<file path="src/rtl/uart_rx.sv">
// 8N1 UART receiver with valid/read handshake and sticky framing/overrun flags.
// Optional build macro UART_RX_MAJORITY_EN enables 2-of-3 majority sampling.
module uart_rx #(
  parameter int CLK_FREQ = 10_000_000,
  parameter int BAUD     = 9600
) (
  input  logic       clk,
  input  logic       rst_n,
  input  logic       rx,
  input  logic       read_en,
  output logic [7:0] data,
  output logic       data_valid,
  output logic       framing_error,
  output logic       overrun,
  output logic       rx_busy
);

  localparam int BAUD_CNT_MAX = (CLK_FREQ / BAUD) - 1;
  localparam int HALF_CNT     = BAUD_CNT_MAX / 2;
  localparam int CNT_W        = $clog2(BAUD_CNT_MAX + 1);

`ifdef UART_RX_MAJORITY_EN
  // Decision waits one clock so the +1 sample exists; every later point inherits the shift.
  localparam int START_PT = HALF_CNT + 1;
`else
  localparam int START_PT = HALF_CNT;
`endif

  localparam logic [CNT_W-1:0] START_CNT = CNT_W'(START_PT);
  localparam logic [CNT_W-1:0] BIT_CNT   = CNT_W'(BAUD_CNT_MAX);

  typedef enum logic [1:0] {IDLE, START, DATA, STOP} state_t;

  state_t           state, state_d;
  logic [CNT_W-1:0] baud_cnt, baud_cnt_d;
  logic [2:0]       bit_cnt, bit_cnt_d;
  logic [7:0]       shift_reg, shift_reg_d;
  logic             rx_s1, rx_s2, rx_prev;
  logic             sample;
  logic             frame_good, frame_bad;
  logic             read_hit, deliver;

  always_ff @(posedge clk or negedge rst_n) begin
    if (!rst_n) begin
      rx_s1   <= 1'b0;
      rx_s2   <= 1'b0;
      rx_prev <= 1'b0;
    end else begin
      rx_s1   <= rx;
      rx_s2   <= rx_s1;
      rx_prev <= rx_s2;
    end
  end

`ifdef UART_RX_MAJORITY_EN
  logic rx_d2;

  always_ff @(posedge clk or negedge rst_n) begin
    if (!rst_n) rx_d2 <= 1'b0;
    else        rx_d2 <= rx_prev;
  end

  assign sample = (rx_d2 & rx_prev) | (rx_d2 & rx_s2) | (rx_prev & rx_s2);
`else
  assign sample = rx_s2;
`endif

  always_ff @(posedge clk or negedge rst_n) begin
    if (!rst_n) begin
      state     <= IDLE;
      baud_cnt  <= '0;
      bit_cnt   <= '0;
      shift_reg <= '0;
    end else begin
      state     <= state_d;
      baud_cnt  <= baud_cnt_d;
      bit_cnt   <= bit_cnt_d;
      shift_reg <= shift_reg_d;
    end
  end

  always_comb begin
    state_d     = state;
    baud_cnt_d  = baud_cnt;
    bit_cnt_d   = bit_cnt;
    shift_reg_d = shift_reg;
    frame_good  = 1'b0;
    frame_bad   = 1'b0;
    case (state)
      IDLE: begin
        if (rx_prev && !rx_s2) begin
          state_d    = START;
          baud_cnt_d = '0;
        end
      end
      START: begin
        if (baud_cnt == START_CNT) begin
          baud_cnt_d = '0;
          if (!sample) begin
            state_d   = DATA;
            bit_cnt_d = '0;
          end else begin
            state_d = IDLE;
          end
        end else begin
          baud_cnt_d = baud_cnt + 1'b1;
        end
      end
      DATA: begin
        if (baud_cnt == BIT_CNT) begin
          baud_cnt_d  = '0;
          shift_reg_d = {sample, shift_reg[7:1]};
          if (bit_cnt == 3'd7) state_d = STOP;
          else                 bit_cnt_d = bit_cnt + 1'b1;
        end else begin
          baud_cnt_d = baud_cnt + 1'b1;
        end
      end
      STOP: begin
        if (baud_cnt == BIT_CNT) begin
          baud_cnt_d = '0;
          state_d    = IDLE;
          frame_good = sample;
          frame_bad  = !sample;
        end else begin
          baud_cnt_d = baud_cnt + 1'b1;
        end
      end
      default: state_d = IDLE;
    endcase
  end

  assign read_hit = read_en && data_valid;
  assign deliver  = frame_good && (!data_valid || read_en);

  // A new event on the same edge as a read wins over the read's clear.
  always_ff @(posedge clk or negedge rst_n) begin
    if (!rst_n) begin
      data          <= '0;
      data_valid    <= 1'b0;
      framing_error <= 1'b0;
      overrun       <= 1'b0;
    end else begin
      if (deliver) data <= shift_reg;

      if (deliver)       data_valid <= 1'b1;
      else if (read_hit) data_valid <= 1'b0;

      if (frame_good && data_valid && !read_en) overrun <= 1'b1;
      else if (read_hit)                        overrun <= 1'b0;

      if (frame_bad)     framing_error <= 1'b1;
      else if (read_hit) framing_error <= 1'b0;
    end
  end

  assign rx_busy = (state != IDLE);

endmodule

</file>
<file path="config.mk">
export PLATFORM = sky130hd
export DESIGN_NAME = uart_rx
export DESIGN_NICKNAME = d
export VERILOG_FILES = /design/src/rtl/uart_rx.sv
export SDC_FILE = /design/constraint.sdc
export NUM_CORES = 1
export LEC_CHECK = 0
export CORE_MARGIN = 3
export CORE_UTILIZATION = 25
export DETAILED_ROUTE_END_ITERATION = 7
export GPL_TIMING_DRIVEN = 0
export HOLD_SLACK_MARGIN = 0.06
export SYNTH_ARGS = -nofsm -noshare
export SYNTH_HDL_FRONTEND = slang
export SYNTH_SLANG_ARGS = --single-unit
</file>
<file path="constraint.sdc">
create_clock -name clk -period 3.7 [get_ports clk]
set_clock_uncertainty 0.15 [all_clocks]
set_input_delay 0.74 -clock clk [delete_from_list [all_inputs] [get_ports clk]]
set_output_delay 0.74 -clock clk [all_outputs]
set_load 0.05 [all_outputs]
</file>
### After elaboration in Yosys (flattened, before gate mapping)

Cells that the tools add are included.

* eq/ne operators: 13
* reductions and logical operators: 19
* mux-type cells: 24
* add/sub/neg operators: 2

Operators with widths (count)
* 11-bit 2-to-1 mux: 3
* 11-bit case mux with 3 select lines: 1
* 2-bit != test (second input constant): 7
* 2-bit 2-to-1 mux: 6
* 3-bit 2-to-1 mux: 4
* 11-bit by 1-bit adder with 11-bit output (second input constant): 1
* 11-bit by 10-bit == test with 1-bit output (second input constant): 1
* 11-bit == test (second input constant): 1
* 5-bit AND reduction: 2
* 2-bit nonzero test: 5
* 1-bit 2-to-1 mux: 8
* 2-bit case mux with 4 select lines: 1
* 3-bit case mux with 2 select lines: 1
* 1-bit logical AND: 5
* 2-bit == test (second input constant): 2
* 3-bit by 1-bit adder with 3-bit output (second input constant): 1
* 3-bit == test (second input constant): 1
* 1-bit logical NOT: 3
* 2-bit by 1-bit == test with 1-bit output (second input constant): 1
* 2-bit logical NOT: 1
* 2-bit AND reduction: 1
* 2-bit OR reduction: 1
* 1-bit logical OR: 1

* input bits: 4
* register bits: 38
* logic and storage cells: 69

### Depth between registers and ports, before layout

Gate-level depths: netlist (run 1).

* depth in word-level cells: 6
* gate-level depth with buffers: 7

### Least setup slack after synthesis (run 1)

No wires, ideal clock.

* kind: register -> register
* from: register baud_cnt[0]
* to: register data[0]
* data arrival time: 1667 ps
* library setup time: 125 ps
* clock period less this slack: 1941 ps
* path buffers: 1
* setup slack: 1759 ps
* cell stages (with the launch flop): 8
* cells stage by stage: dfrtp_1 inv_1 ha_1 nor2b_1 and2_4 o2111a_1 buf_6 mux2_2

* word-level cells in the longest chain between the ends: 4

Ends and longest elaborated chain
* start: declaration: line 35 `logic [CNT_W-1:0] baud_cnt, baud_cnt_d;`
* start signal: assignment: line 76 `baud_cnt <= baud_cnt_d;`
* 11-bit == test: line 120 `if (baud_cnt == BIT_CNT) begin`
* 1-bit 2-to-1 mux: line 120
* 1-bit 2-to-1 mux: line 89 `case (state)`
* 1-bit logical AND: line 134 `assign deliver = frame_good && (!data_valid || read_en);`
* end signal: assignment: line 144 `if (deliver) data <= shift_reg;`
* end: declaration: line 11 `output logic [7:0] data,`

Every way passes these cells.
A chain may end at the register's enable or synchronous reset.

### Final worst setup path (run 1)

* from: register state[0]
* to: output rx_busy

* word-level cells in the longest chain between the ends: 1

Ends and longest elaborated chain
* start: declaration: line 34 `state_t state, state_d;`
* start signal: assignment: line 75 `state <= state_d;`
* 2-bit nonzero test: line 157 `assign rx_busy = (state != IDLE);`
* end: declaration: line 15 `output logic rx_busy`

Every way passes these cells.

==> results of run 1 <==
routing by layer:
layer	vias up	routed length [microns]	global-route usage [%]
met1	634	1670	11.1
li1	643	-	-
met5	-	0	0
met4	0	49	4.02
met2	22	1540	13.1
met3	5	122	3.56
through the flow:
stage	area [sq um]	total power [W]	util (%)	setup slack [ns]	cells
floorplan	1830	0.000544	-	1.76	167
global route	2170	0.000888	31.3	0.798	285
detailed placement	2090	0.000581	30.1	1.21	278
finish	2170	0.000842	31.3	0.885	285
global placement	2100	0.000580	30.2	0.812	278
CTS	2170	0.000853	31.3	0.880	285
where the power goes:
part           internal [W]  leakage (nW)  switching (W)
registers          0.000433         0.518      0.0000193
logic             0.0000443         0.394      0.0000759
clock network      0.000126        0.0438       0.000143
final cells by class:
class	count	area [sq um]	share of cell area (%)
inverters	7	26.3	1.21
well taps	96	120	5.53
multi-input cells	116	818	37.7
plain buffers	6	32.5	1.50
flip-flops and latches	38	951	43.8
clock buffers	5	68.8	3.17
repair buffers	15	145	6.68
clock inverters	2	10.0	0.461
cells by family (layout without fill, tap and decap cells):
kind of cell	count (synthesis)	in the layout	share of synthesized area [%]
adders and majority gates	4	4	2.74
muxes	19	19	11.6
and+or+nand+nor	60	60	18.3
xor gates and xnor gates	1	1	0.479
buffers and inverters	13	35	3.22
DFF	38	38	52.0
AOI/OAI and AO/OA	32	32	11.6
synthesized netlist by cell type (2+ instances only):
cell type / n / area [sq um]
ha_1: 4 / 50.1
nand4_1: 2 / 12.5
o211ai_1: 5 / 37.5
nand2_1: 24 / 90.1
nor2b_1: 5 / 31.3
nor4_1: 2 / 12.5
mux2i_1: 2 / 20.0
clkbuf_1: 3 / 11.3
mux2_2: 17 / 191
nor3_1: 6 / 30.0
nor2_1: 5 / 18.8
buf_2: 2 / 10.0
dfrtp_1: 38 / 951
o22ai_1: 4 / 25.0
inv_1: 7 / 26.3
o31a_1: 2 / 17.5
nand3_1: 4 / 20.0
and4bb_2: 2 / 25.0
o21ai_0: 13 / 65.1
cell usage in the layout, fill, tap and decap left out, drive strengths merged:
cell type / n
nor4: 3
clkinv: 2
inv: 7
o31ai: 1
ha: 4
a31oi: 2
o22ai: 4
o2111a: 1
clkbuf: 8
nand3: 5
nand4: 2
dfrtp: 38
buf: 4
or2: 1
clkdlybuf4s50: 14
a21oi: 1
and3b: 1
mux2: 17
and2: 1
o41ai: 1
nor2: 6
o211ai: 5
xor2: 1
nand2b: 1
and3: 1
nand2: 24
nand4b: 1
o21ai: 14
nor2b: 5
nor3: 6
mux2i: 2
o21a: 1
o31a: 2
and4bb: 3
worst paths after layout:
kind / startpoint / endpoint / slack (ns) / cells after the start
worst max-delay path: state[0] / rx_busy / 0.88 / 3
worst min-delay path: rx_s1 / rx_s2 / 0.21 / 0
worst max register to register: baud_cnt[0] / data[5] / 1.55 / 7
worst min register to register: rx_s1 / rx_s2 / 0.21 / 0
max in group asynchronous: rst_n / bit_cnt[2] / 2.47 / 1
min in group asynchronous: rst_n / data[0] / 0.40 / 1
==> metrics, run 1 <==
Starting Density 26.3%; die height 91.5 microns; Final Hold Fails 0; clock latency on the worst-skew pair 0.29 ns; Worst Setup End Kind output port; CORE AREA 0.00694 sq mm; final hold slack 0.211 ns; GP Congestion 0.716; Slew @ Worst Pin 0.835 ns; Top FF cell, synth dfrtp_1; Routed WL 3.38 mm; P&R area growth vs syn 18.8%; GRT Util Overall 8.79%; register clock-pin slew on the reported worst setup and hold paths 0.08 ns; Leak Pwr 0.956 nW; Final Max Slew Viols 0; Synth Warn # 0; CP bufs+invs 2; result of the run finished clean; ys async rst share 100%; Cell Chain, Critical Path clkbuf_1 > or2_2 > clkdlybuf4s50_1; Peak VDD IR 0.000134 V; CP delay by family, top buffers and inverters; unrepaired setup endpoints after global routing false; # setup viols final 0; CTS buffer count 5; Antenna Nets Post-Route 0; largest net degree at the start of global routing 39; Cells after Synth 167; CTS tree built; fin nets 197; # fillers 701; antenna violations before repair 0; FP Rows 30; CTS resizes 0; DP HPWL 2.32 mm; GR Overflow Total 0; DRC violations left 0; vias in the first global route 1269; critical path data required time 2.81 ns; CTS max path bufs 2; CP max FO 10; period utilisation layout 76.1%; post-synth cell types 39; delay of the slowest critical-path stage 0.81 ns; syn_area_per_cell 10.9 sq um; fmax 0.355 GHz; die width 91.5 microns; Pwr Density 387 mW/mm^2; Avg Vias per Cell 4.58; IO Port Bufs 15; die area 0.00837 sq mm; TritonCTS Sinks 38; H-tree levels 2; MaxCap Viol Count 0; I/O pin count 16; Detailed Route Iter0 Violations 67; EDFF count, synth 0; first-pass GRT wire length 5.96 mm; WL per Instance 11.9 microns; via count 1304; setup bufs post-CTS 0; setup TNS 0 ns; critical path type reg -> out; startpoint class of the critical path flop; Largest register FFs 11; Slew HR 44.4%; Seq/Total Area, Yosys 52.0%; slowest CP cell clkdlybuf4s50_1; Hold Path Class reg -> reg; Antenna diodes 0; layout cell share with drive strength beyond 1 19.6%; flops & latches, synth 38; Synth Cell Area 0.00183 sq mm; TritonRoute pass-1 iters 4; Net Count, Synth 175; root buffer cell clkbuf_8; Worst Path Arrival 1.93 ns; minimum clock period 2.82 ns; Post-CTS Hold Buffers 0
No activity file was read; power rests on OpenSTA's default activity.
==> run 2, diff against run 1 <==
- clock period: 3.7 -> 2.72 ns (I/O delays scaled with it)
==> results of run 2 <==
The final DEF is identical to that of run 1. Status: finished clean.
Among the figures that moved: setup slack after placement 1.21 ns -> 0.422 ns; setup slack after layout 0.885 ns -> 0.101 ns; hold slack 0.211 ns -> 0.201 ns; register-to-register setup slack 1.55 ns -> 0.57 ns; total power 0.000842 W -> 0.00114 W; worst IR drop on VDD 0.000134 V -> 0.000183 V
